<file path="src/rtl/prog_loader.sv">
// Program loader: streams an instruction/data image into the CPU
// memories, then enables the CPU until told to stop.
module prog_loader #(
  parameter int IMEM_DEPTH = 512,
  parameter int DMEM_DEPTH = 1024
) (
  input  logic        clk,
  input  logic        arst_n,
  input  logic        start,
  input  logic        stop,
  input  logic        s_valid,
  output logic        s_ready,
  input  logic [31:0] s_data,
  output logic [63:0] addr_ext,
  output logic        wen_ext,
  output logic        ren_ext,
  output logic [31:0] wdata_ext,
  output logic [63:0] addr_ext_2,
  output logic        wen_ext_2,
  output logic        ren_ext_2,
  output logic [63:0] wdata_ext_2,
  output logic        cpu_enable,
  output logic        busy,
  output logic        done,
  output logic        error
);

  localparam int IW = $clog2(IMEM_DEPTH + 1);
  localparam int DW = $clog2(DMEM_DEPTH + 1);
  localparam logic [31:0] IMAX = 32'(IMEM_DEPTH);
  localparam logic [31:0] DMAX = 32'(DMEM_DEPTH);

  typedef enum logic [3:0] {
    IDLE,
    HDR_I,
    HDR_D,
    LOAD_I,
    LOAD_D_LO,
    LOAD_D_HI,
    FLUSH,
    RUN,
    ERR
  } state_t;

  state_t state_q, state_d;

  logic [31:0]   ni_q, ni_d;
  logic [31:0]   nd_q, nd_d;
  logic [IW-1:0] k_q, k_d;
  logic [DW-1:0] j_q, j_d;
  logic [31:0]   lo_q, lo_d;

  logic [63:0]   addr_q, addr_d;
  logic [31:0]   wdata_q, wdata_d;
  logic          wen_q, wen_d;
  logic [63:0]   addr2_q, addr2_d;
  logic [63:0]   wdata2_q, wdata2_d;
  logic          wen2_q, wen2_d;
  logic          cpu_q, cpu_d;
  logic          busy_q, busy_d;
  logic          done_q, done_d;
  logic          err_q, err_d;

  logic          xfer;
  logic          last_i;
  logic          last_d;

  // Stream is accepted only while collecting header or payload words
  always_comb begin
    s_ready = 1'b0;
    unique case (state_q)
      HDR_I, HDR_D, LOAD_I,
      LOAD_D_LO, LOAD_D_HI: s_ready = 1'b1;
      default:              s_ready = 1'b0;
    endcase
  end

  assign xfer   = s_valid && s_ready;
  assign last_i = (32'(k_q) + 32'd1) == ni_q;
  assign last_d = (32'(j_q) + 32'd1) == nd_q;

  // Next-state, counter and registered-output decode
  always_comb begin
    state_d  = state_q;
    ni_d     = ni_q;
    nd_d     = nd_q;
    k_d      = k_q;
    j_d      = j_q;
    lo_d     = lo_q;
    addr_d   = addr_q;
    wdata_d  = wdata_q;
    wen_d    = 1'b0;
    addr2_d  = addr2_q;
    wdata2_d = wdata2_q;
    wen2_d   = 1'b0;

    unique case (state_q)
      IDLE: begin
        if (start) begin
          state_d = HDR_I;
          k_d     = '0;
          j_d     = '0;
        end
      end
      HDR_I: begin
        if (xfer) begin
          ni_d    = s_data;
          state_d = HDR_D;
        end
      end
      HDR_D: begin
        if (xfer) begin
          nd_d = s_data;
          if (ni_q > IMAX || s_data > DMAX)
            state_d = ERR;
          else if (ni_q != 32'd0)
            state_d = LOAD_I;
          else if (s_data != 32'd0)
            state_d = LOAD_D_LO;
          else
            state_d = FLUSH;
        end
      end
      LOAD_I: begin
        if (xfer) begin
          addr_d  = 64'({k_q, 2'b00});
          wdata_d = s_data;
          wen_d   = 1'b1;
          k_d     = k_q + IW'(1);
          if (last_i)
            state_d = (nd_q != 32'd0) ? LOAD_D_LO : FLUSH;
        end
      end
      LOAD_D_LO: begin
        if (xfer) begin
          lo_d    = s_data;
          state_d = LOAD_D_HI;
        end
      end
      LOAD_D_HI: begin
        if (xfer) begin
          addr2_d  = 64'({j_q, 3'b000});
          wdata2_d = {s_data, lo_q};
          wen2_d   = 1'b1;
          j_d      = j_q + DW'(1);
          state_d  = last_d ? FLUSH : LOAD_D_LO;
        end
      end
      FLUSH: state_d = RUN;
      RUN: begin
        if (stop)
          state_d = IDLE;
      end
      ERR:     state_d = ERR;
      default: state_d = IDLE;
    endcase

    busy_d = 1'b0;
    unique case (state_d)
      HDR_I, HDR_D, LOAD_I, LOAD_D_LO,
      LOAD_D_HI, FLUSH: busy_d = 1'b1;
      default:          busy_d = 1'b0;
    endcase
    done_d = (state_d == RUN);
    cpu_d  = (state_d == RUN);
    err_d  = (state_d == ERR);
  end

  // State, counters and registered outputs with synchronous reset
  always_ff @(posedge clk) begin
    if (!arst_n) begin
      state_q  <= IDLE;
      ni_q     <= '0;
      nd_q     <= '0;
      k_q      <= '0;
      j_q      <= '0;
      lo_q     <= '0;
      addr_q   <= '0;
      wdata_q  <= '0;
      wen_q    <= 1'b0;
      addr2_q  <= '0;
      wdata2_q <= '0;
      wen2_q   <= 1'b0;
      cpu_q    <= 1'b0;
      busy_q   <= 1'b0;
      done_q   <= 1'b0;
      err_q    <= 1'b0;
    end else begin
      state_q  <= state_d;
      ni_q     <= ni_d;
      nd_q     <= nd_d;
      k_q      <= k_d;
      j_q      <= j_d;
      lo_q     <= lo_d;
      addr_q   <= addr_d;
      wdata_q  <= wdata_d;
      wen_q    <= wen_d;
      addr2_q  <= addr2_d;
      wdata2_q <= wdata2_d;
      wen2_q   <= wen2_d;
      cpu_q    <= cpu_d;
      busy_q   <= busy_d;
      done_q   <= done_d;
      err_q    <= err_d;
    end
  end

  assign addr_ext    = addr_q;
  assign wdata_ext   = wdata_q;
  assign wen_ext     = wen_q;
  assign ren_ext     = 1'b0;
  assign addr_ext_2  = addr2_q;
  assign wdata_ext_2 = wdata2_q;
  assign wen_ext_2   = wen2_q;
  assign ren_ext_2   = 1'b0;
  assign cpu_enable  = cpu_q;
  assign busy        = busy_q;
  assign done        = done_q;
  assign error       = err_q;

endmodule

</file>
<file path="config.mk">
export PLATFORM = sky130hd
export DESIGN_NAME = prog_loader
export DESIGN_NICKNAME = d
export VERILOG_FILES = /design/src/rtl/prog_loader.sv
export SDC_FILE = /design/constraint.sdc
export NUM_CORES = 1
export LEC_CHECK = 0
export CAP_MARGIN = 15
export CORE_MARGIN = 1.5
export CORE_UTILIZATION = 40
export DETAILED_ROUTE_END_ITERATION = 7
export PLACE_DENSITY = 0.67
export SYNTH_ARGS = -nofsm -noshare
export SYNTH_HDL_FRONTEND = slang
export SYNTH_SLANG_ARGS = --single-unit
</file>
<file path="constraint.sdc">
create_clock -name clk -period 3.3 [get_ports clk]
set_input_delay 0.495 -clock clk [delete_from_list [all_inputs] [get_ports clk]]
set_output_delay 0.495 -clock clk [all_outputs]
set_load 0.02 [all_outputs]
</file>
==> key figures, run 1 <==
Worst setup path
  • CP Max Fanout: 20
  • Startpoint types: flip-flop
  • Crit Path Class: flip-flop to output port
  • Critical path endpoint category: output port
  • Worst EP required: 2.80 ns
  • Arrival time worst endpoint: 2.37 ns

Clock network
  • Clk slew on worst S/H paths: 0.06 ns
  • Worst-Skew Late Latency: 0.53 ns
  • Hold_buf cts: 0
  • Clock sink total: 243
  • Setup Fix Bufs, Post-CTS: 0
  • CTS tree: yes
  • # resized after CTS: 0
  • H-tree lvl count: 1
  • Root Buffer: clkbuf_16
  • Clock Path Buffers: 3
  • CTS Buf Count: 26

Routing
  • Vias per Instance: 5.02
  • Post-route ant nets: 0
  • Vias: 9338
  • Detailed Route WL: 29.6 mm
  • DR WL/cell: 15.9 um
  • DRT Pass-1 Iters: 5
  • DRC errors left: 0
  • DR iter-0 viols: 612

Pwr
  • Leak Pwr: 4.50 nW
  • Worst vdd ir: 0.000358 V
  • Pwr/cell area: 503 mW/mm^2
  • Total power: 6.52 mW

Yosys
  • Post-synthesis cell type with the largest combined area: dfxtp_1
  • EDFF count, synth: 0
  • Mean post-synth cell area: 7.67 um^2
  • #FFs+latches synth: 243
  • Ys async rst share: 0%
  • Most common flop cell mapped by yosys: dfxtp_1
  • Seq/Total Area, Yosys: 46.2%
  • Unique masters post-synth: 62
  • Mapped Area: 0.0105 mm^2
  • Synth area leaders: dfxtp_1, nand2_1, a21oi_1
  • Syn. warnings: 0
  • Post-synth top area share: 46.2%
  • Post-synthesis cell count: 1375

Timing
  • Setup TNS: 0 ns
  • Fmax: 349 MHz
  • Hold WS: 0.451 ns
  • Endpoints failing hold: 0
  • Final period util: 86.9%
  • Clock skew: 0.00824 ns
  • # setup viols final: 0
  • Setup repair after global routing missed its margin: no
  • Least-Margin Pin Slew: 0.799 ns
  • Tmin final: 2.87 ns
  • Slew HR: 46.7%
  • Fin worst setup slack: 0.433 ns
  • Final Max Slew Viols: 0

Floorplanning
  • Initial Util: 40.6%
  • Core area: 0.0260 mm^2
  • Row count: 59
  • Die Ht: 165 um
  • Die width: 165 um
  • Die Footprint: 0.0273 mm^2
  • Ports: 270

Final layout
  • Commonest cells after routing, fill and taps aside: nand2_1, a21oi_1, dfxtp_1
  • Antenna cells: 0
  • Commonest non-fill, non-tap cell in the layout: nand2_1
  • P&R area growth vs syn: 23.0%
  • Post-layout util: 49.9%
  • Layout cell share with drive strength beyond 1: 6.16%
  • Nets: 1546

Global route
  • Vias in the first global route: 8458
  • First-pass GRT wire length: 46.1 mm
  • Total track usage: 21.4%
  • Initial antenna violation count: 0
  • GR Overflow Total: 0
  • Largest net degree at the start of global routing: 69

Min path
  • Hold Crit Class: flip-flop to flip-flop

Place
  • Place WS: 0.267 ns
  • Detailed Place HPWL: 20.2 mm
  • RD Place Congestion: 0.902
  • PortBufs: 160

Flow run
  • Max Cap Viol: 0

Status
  • Status: completed
[cell usage after synthesis, types with 3 or more instances]
master    instances
nand2_1         454
a21oi_1         243
dfxtp_1         243
buf_4           110
clkbuf_1         66
nor2_1           36
nand3_1          20
nor4_1           20
nor3_1           18
xnor2_1          17
buf_2            14
o21ai_0          12
xor2_1           11
nand4_1          10
nand2b_1          6
nand3b_1          6
or3_1             6
a31oi_1           5
buf_6             5
a211oi_1          4
a21o_1            4
nor3b_1           4
a311oi_1          3
and3_1            3
and4_1            3
buf_1             3
inv_1             3
nor2b_1           3
[cell type report]
| cell class | instances | area (um^2) |
|---|---|---|
| inverters | 4 | 20.0 |
| fillers | 2610 | 13000 |
| well taps | 335 | 419 |
| clock inverters | 8 | 92.6 |
| flip-flops and latches | 243 | 4860 |
| clock buffers | 38 | 777 |
| multi-input cells | 1036 | 4860 |
| repair buffers | 196 | 1930 |
[routing by layer]
metal  track usage (%)  up-vias  share of wire [%]
met1              26.5     4338                 42
met3              4.72       62                7.2
met4              8.20        0                3.5
met2              36.3      334                 48
met5                 0        -                  0
li1                  -     4604                  -
[flip-flops by register name (all words and copies together), names as in the netlist]
name	cells
addr_ext_2	11
done	1
lo_q	32
error	1
busy	1
wdata_ext	32
ni_q	32
j_q	11
wdata_ext_2	64
wen_ext_2	1
wen_ext	1
state_q	4
k_q	10
addr_ext	10
nd_q	32
[final timing paths]
| path | startpoint | end | slack (ns) | cells after the start |
|---|---|---|---|---|
| worst min-delay path | lo_q[0]$_SDFFE_PN0P_ | wdata_ext_2[0]$_SDFFE_PN0P_ | 0.45 | 2 |
| worst max-delay path | state_q[1]$_SDFF_PN0_ | s_ready | 0.43 | 3 |
| worst max register to register | ni_q[30]$_SDFFE_PN0P_ | state_q[1]$_SDFF_PN0_ | 0.89 | 7 |
| worst min register to register | lo_q[0]$_SDFFE_PN0P_ | wdata_ext_2[0]$_SDFFE_PN0P_ | 0.45 | 2 |
[through the flow]
step	area, um^2	instances
floorplan	10900	1483
global placement	12100	1814
detailed placement	12100	1814
CTS	13000	1860
global route	13000	1860
finish	13000	1860
[cell families after synthesis]
group | Yosys count | share of synthesized area (%)
other | 1 | 0.0356
AO/OA/AOI/OAI | 291 | 14.7
XOR/XNOR | 28 | 2.33
adder cells (fa/ha/maj) | 2 | 0.237
AND/OR/NAND/NOR | 606 | 24.6
flip-flops | 243 | 46.2
buffers and inverters | 204 | 11.9
[critical path, cell delays in order, from the launching register on]
cell and delay (ns):
dfxtp_1 0.72, nor3_1 0.13, a211oi_1 0.33, clkdlybuf4s50_1 0.67
[power by group]
| part | internal (mW) | total (mW) | switching, mW | leakage [nW] |
|---|---|---|---|---|
| Combinational | 0.172 | 0.560 | 0.388 | 2.11 |
| Clock | 1.78 | 2.95 | 1.17 | 0.430 |
| Sequential | 2.97 | 3.02 | 0.0420 | 1.96 |
| Total | 4.92 | 6.52 | 1.60 | 4.50 |
No activity file was read; power rests on OpenSTA's default activity.
==> inputs of run 2 (changes only) <==
Settings changed: CORE_ASPECT_RATIO from default to 0.9.
==> key figures, run 2 (same netlist as run 1, synthesis figures left out) <==
Routing
  • DRT Pass-1 Iters: 5
  • DRC errors left: 0
  • Detailed Route WL: 29.5 mm
  • Post-route ant nets: 0
  • DR iter-0 viols: 655
  • Vias per Instance: 4.96
  • Vias: 9275
  • DR WL/cell: 15.8 um

Pwr
  • Worst vdd ir: 0.000311 V
  • Sw frac: 24.8%
  • Reg power frac: 46.5%
  • Net Switching: 1.61 mW
  • Leak Pwr: 4.49 nW
  • Logic pwr share: 8.5%
  • Pwr/cell area: 501 mW/mm^2
  • Clock group share of total power: 45.0%
  • Cell internal pwr: 4.88 mW

Worst setup path
  • Worst EP required: 2.80 ns
  • Max incr delay on CP: 0.70 ns
  • R2R setup slack: 0.83 ns
  • Critical path endpoint: s_ready
  • Worst reg2reg path startpoint: k_q[0]$_SDFFE_PN0P_
  • R2r endpoint: state_q[1]$_SDFF_PN0_
  • Startpoint types: flip-flop
  • Crit. Startpoint: state_q[1]$_SDFF_PN0_
  • FF-to-FF path depth: 8
  • Critical path endpoint category: output port
  • CP Max Fanout: 20
  • Critical path, cell by cell: nor3_1, a211oi_1, clkdlybuf4s50_1
  • Arrival time worst endpoint: 2.34 ns
  • Slowest-stage cell, CP: dfxtp_1
  • Crit Path Class: flip-flop to output port

Floorplanning
  • Die Footprint: 0.0273 mm^2
  • Ports: 270
  • Row count: 56
  • Initial Util: 40.5%
  • Die width: 174 um
  • Die Ht: 157 um
  • Core area: 0.0260 mm^2

Global route
  • GR Overflow Total: 0
  • Largest net degree at the start of global routing: 77
  • First-pass GRT wire length: 45.4 mm
  • Vias in the first global route: 8149
  • Total track usage: 20.6%
  • Initial antenna violation count: 0

Clock network
  • Clk slew on worst S/H paths: 0.06 ns
  • Worst-Skew Late Latency: 0.52 ns
  • Hold_buf cts: 0
  • Clock Path Buffers: 3
  • CTS tree: yes
  • Setup Fix Bufs, Post-CTS: 0
  • CTS Buf Count: 26
  • Clock sink total: 243
  • H-tree lvl count: 1
  • Root Buffer: clkbuf_16
  • # resized after CTS: 0

Final layout
  • Nets: 1544
  • Final instance area: 0.0130 mm^2
  • Layout cell share with drive strength beyond 1: 6.24%
  • Filler cells: 2570
  • Max reg flops: 64
  • Non-Filler Instances: 1871
  • P&R area growth vs syn: 22.9%
  • Post-layout util: 49.9%
  • Commonest non-fill, non-tap cell in the layout: nand2_1
  • Antenna cells: 0
  • Commonest cells after routing, fill and taps aside: nand2_1, a21oi_1, dfxtp_1

Min path
  • Hold Crit Class: flip-flop to flip-flop

Place
  • RD Place Congestion: 0.857
  • Place WS: 0.385 ns
  • Placed cell count: 1825
  • Placed inst area: 0.0121 mm^2
  • Detailed Place HPWL: 19.9 mm
  • PortBufs: 160

Flow run
  • Max Cap Viol: 0

Timing
  • Endpoints failing hold: 0
  • Fin worst setup slack: 0.460 ns
  • Tmin final: 2.84 ns
  • Setup TNS: 0 ns
  • Least-Margin Pin Slew: 0.796 ns
  • Setup repair after global routing missed its margin: no
  • Slew HR: 46.9%
  • # setup viols final: 0
  • Clock skew: 0.00841 ns
  • Final Max Slew Viols: 0
  • Final period util: 86.1%
  • Fmax: 352 MHz

Status
  • Status: completed
[run 2: cell types whose count changed in the layout (fill, tap and decap cells not counted), sizes merged]
cell / delta
clkinv: +3
buf: -2
bufinv: -1
clkbuf: -1
clkinvlp: -1
[run 2: metal layers]
layer	up-vias	track usage, %	part of all wire, %
met1	4347	27.7	45
li1	4607	-	-
met5	-	0	0
met2	287	34.0	47
met3	34	4.06	6.0
met4	0	5.13	1.9
[run 2: worst max-delay path: cells and delay by family (launching register included)]
kind / cells / cell delay (ns)
AO/OA/AOI/OAI: 1 / 0.32
AND/OR/NAND/NOR: 1 / 0.13
flip-flops: 1 / 0.70
buffers and inverters: 1 / 0.68
[run 2: worst min path at each step]
stage                                          start                      endpoint  slack, ns  cells past startpoint
after global routing      addr_ext_2[8]$_SDFFE_PN0P_    addr_ext_2[8]$_SDFFE_PN0P_       0.47                      2
after floorplan                nd_q[29]$_SDFFE_PN0P_         nd_q[29]$_SDFFE_PN0P_       0.43                      2
after detailed placement       lo_q[17]$_SDFFE_PN0P_  wdata_ext_2[17]$_SDFFE_PN0P_       0.44                      2
after global placement         lo_q[11]$_SDFFE_PN0P_  wdata_ext_2[11]$_SDFFE_PN0P_       0.44                      2
final                           lo_q[7]$_SDFFE_PN0P_   wdata_ext_2[7]$_SDFFE_PN0P_       0.45                      2
after CTS                      lo_q[17]$_SDFFE_PN0P_  wdata_ext_2[17]$_SDFFE_PN0P_       0.45                      2
[run 2: metrics by stage]
| stage | hold WS (ns) | power, mW |
|---|---|---|
| after floorplan | 0.431 | 3.52 |
| after global placement | 0.439 | 3.63 |
| after detailed placement | 0.444 | 3.63 |
| after CTS | 0.453 | 6.54 |
| after global routing | 0.468 | 6.72 |
| final | 0.450 | 6.49 |
[run 2: power by group through the flow]
stage | combinational [mW] | sequential [mW] | clock [mW]
global placement | 0.547 | 3.08 | 0
floorplan | 0.452 | 3.07 | 0
detailed placement | 0.552 | 3.08 | 0
CTS | 0.552 | 3.02 | 2.98
finish | 0.555 | 3.02 | 2.92
global route | 0.603 | 3.02 | 3.10
[run 2: final cells by class]
class	instances	area, um^2	share of cell area [%]
inverters	4	20.0	0.154
clock buffers	37	793	6.12
multi-input cells	1036	4860	37.5
well taps	348	435	3.36
clock inverters	9	70.1	0.541
repair buffers	194	1920	14.8
flip-flops and latches	243	4860	37.5
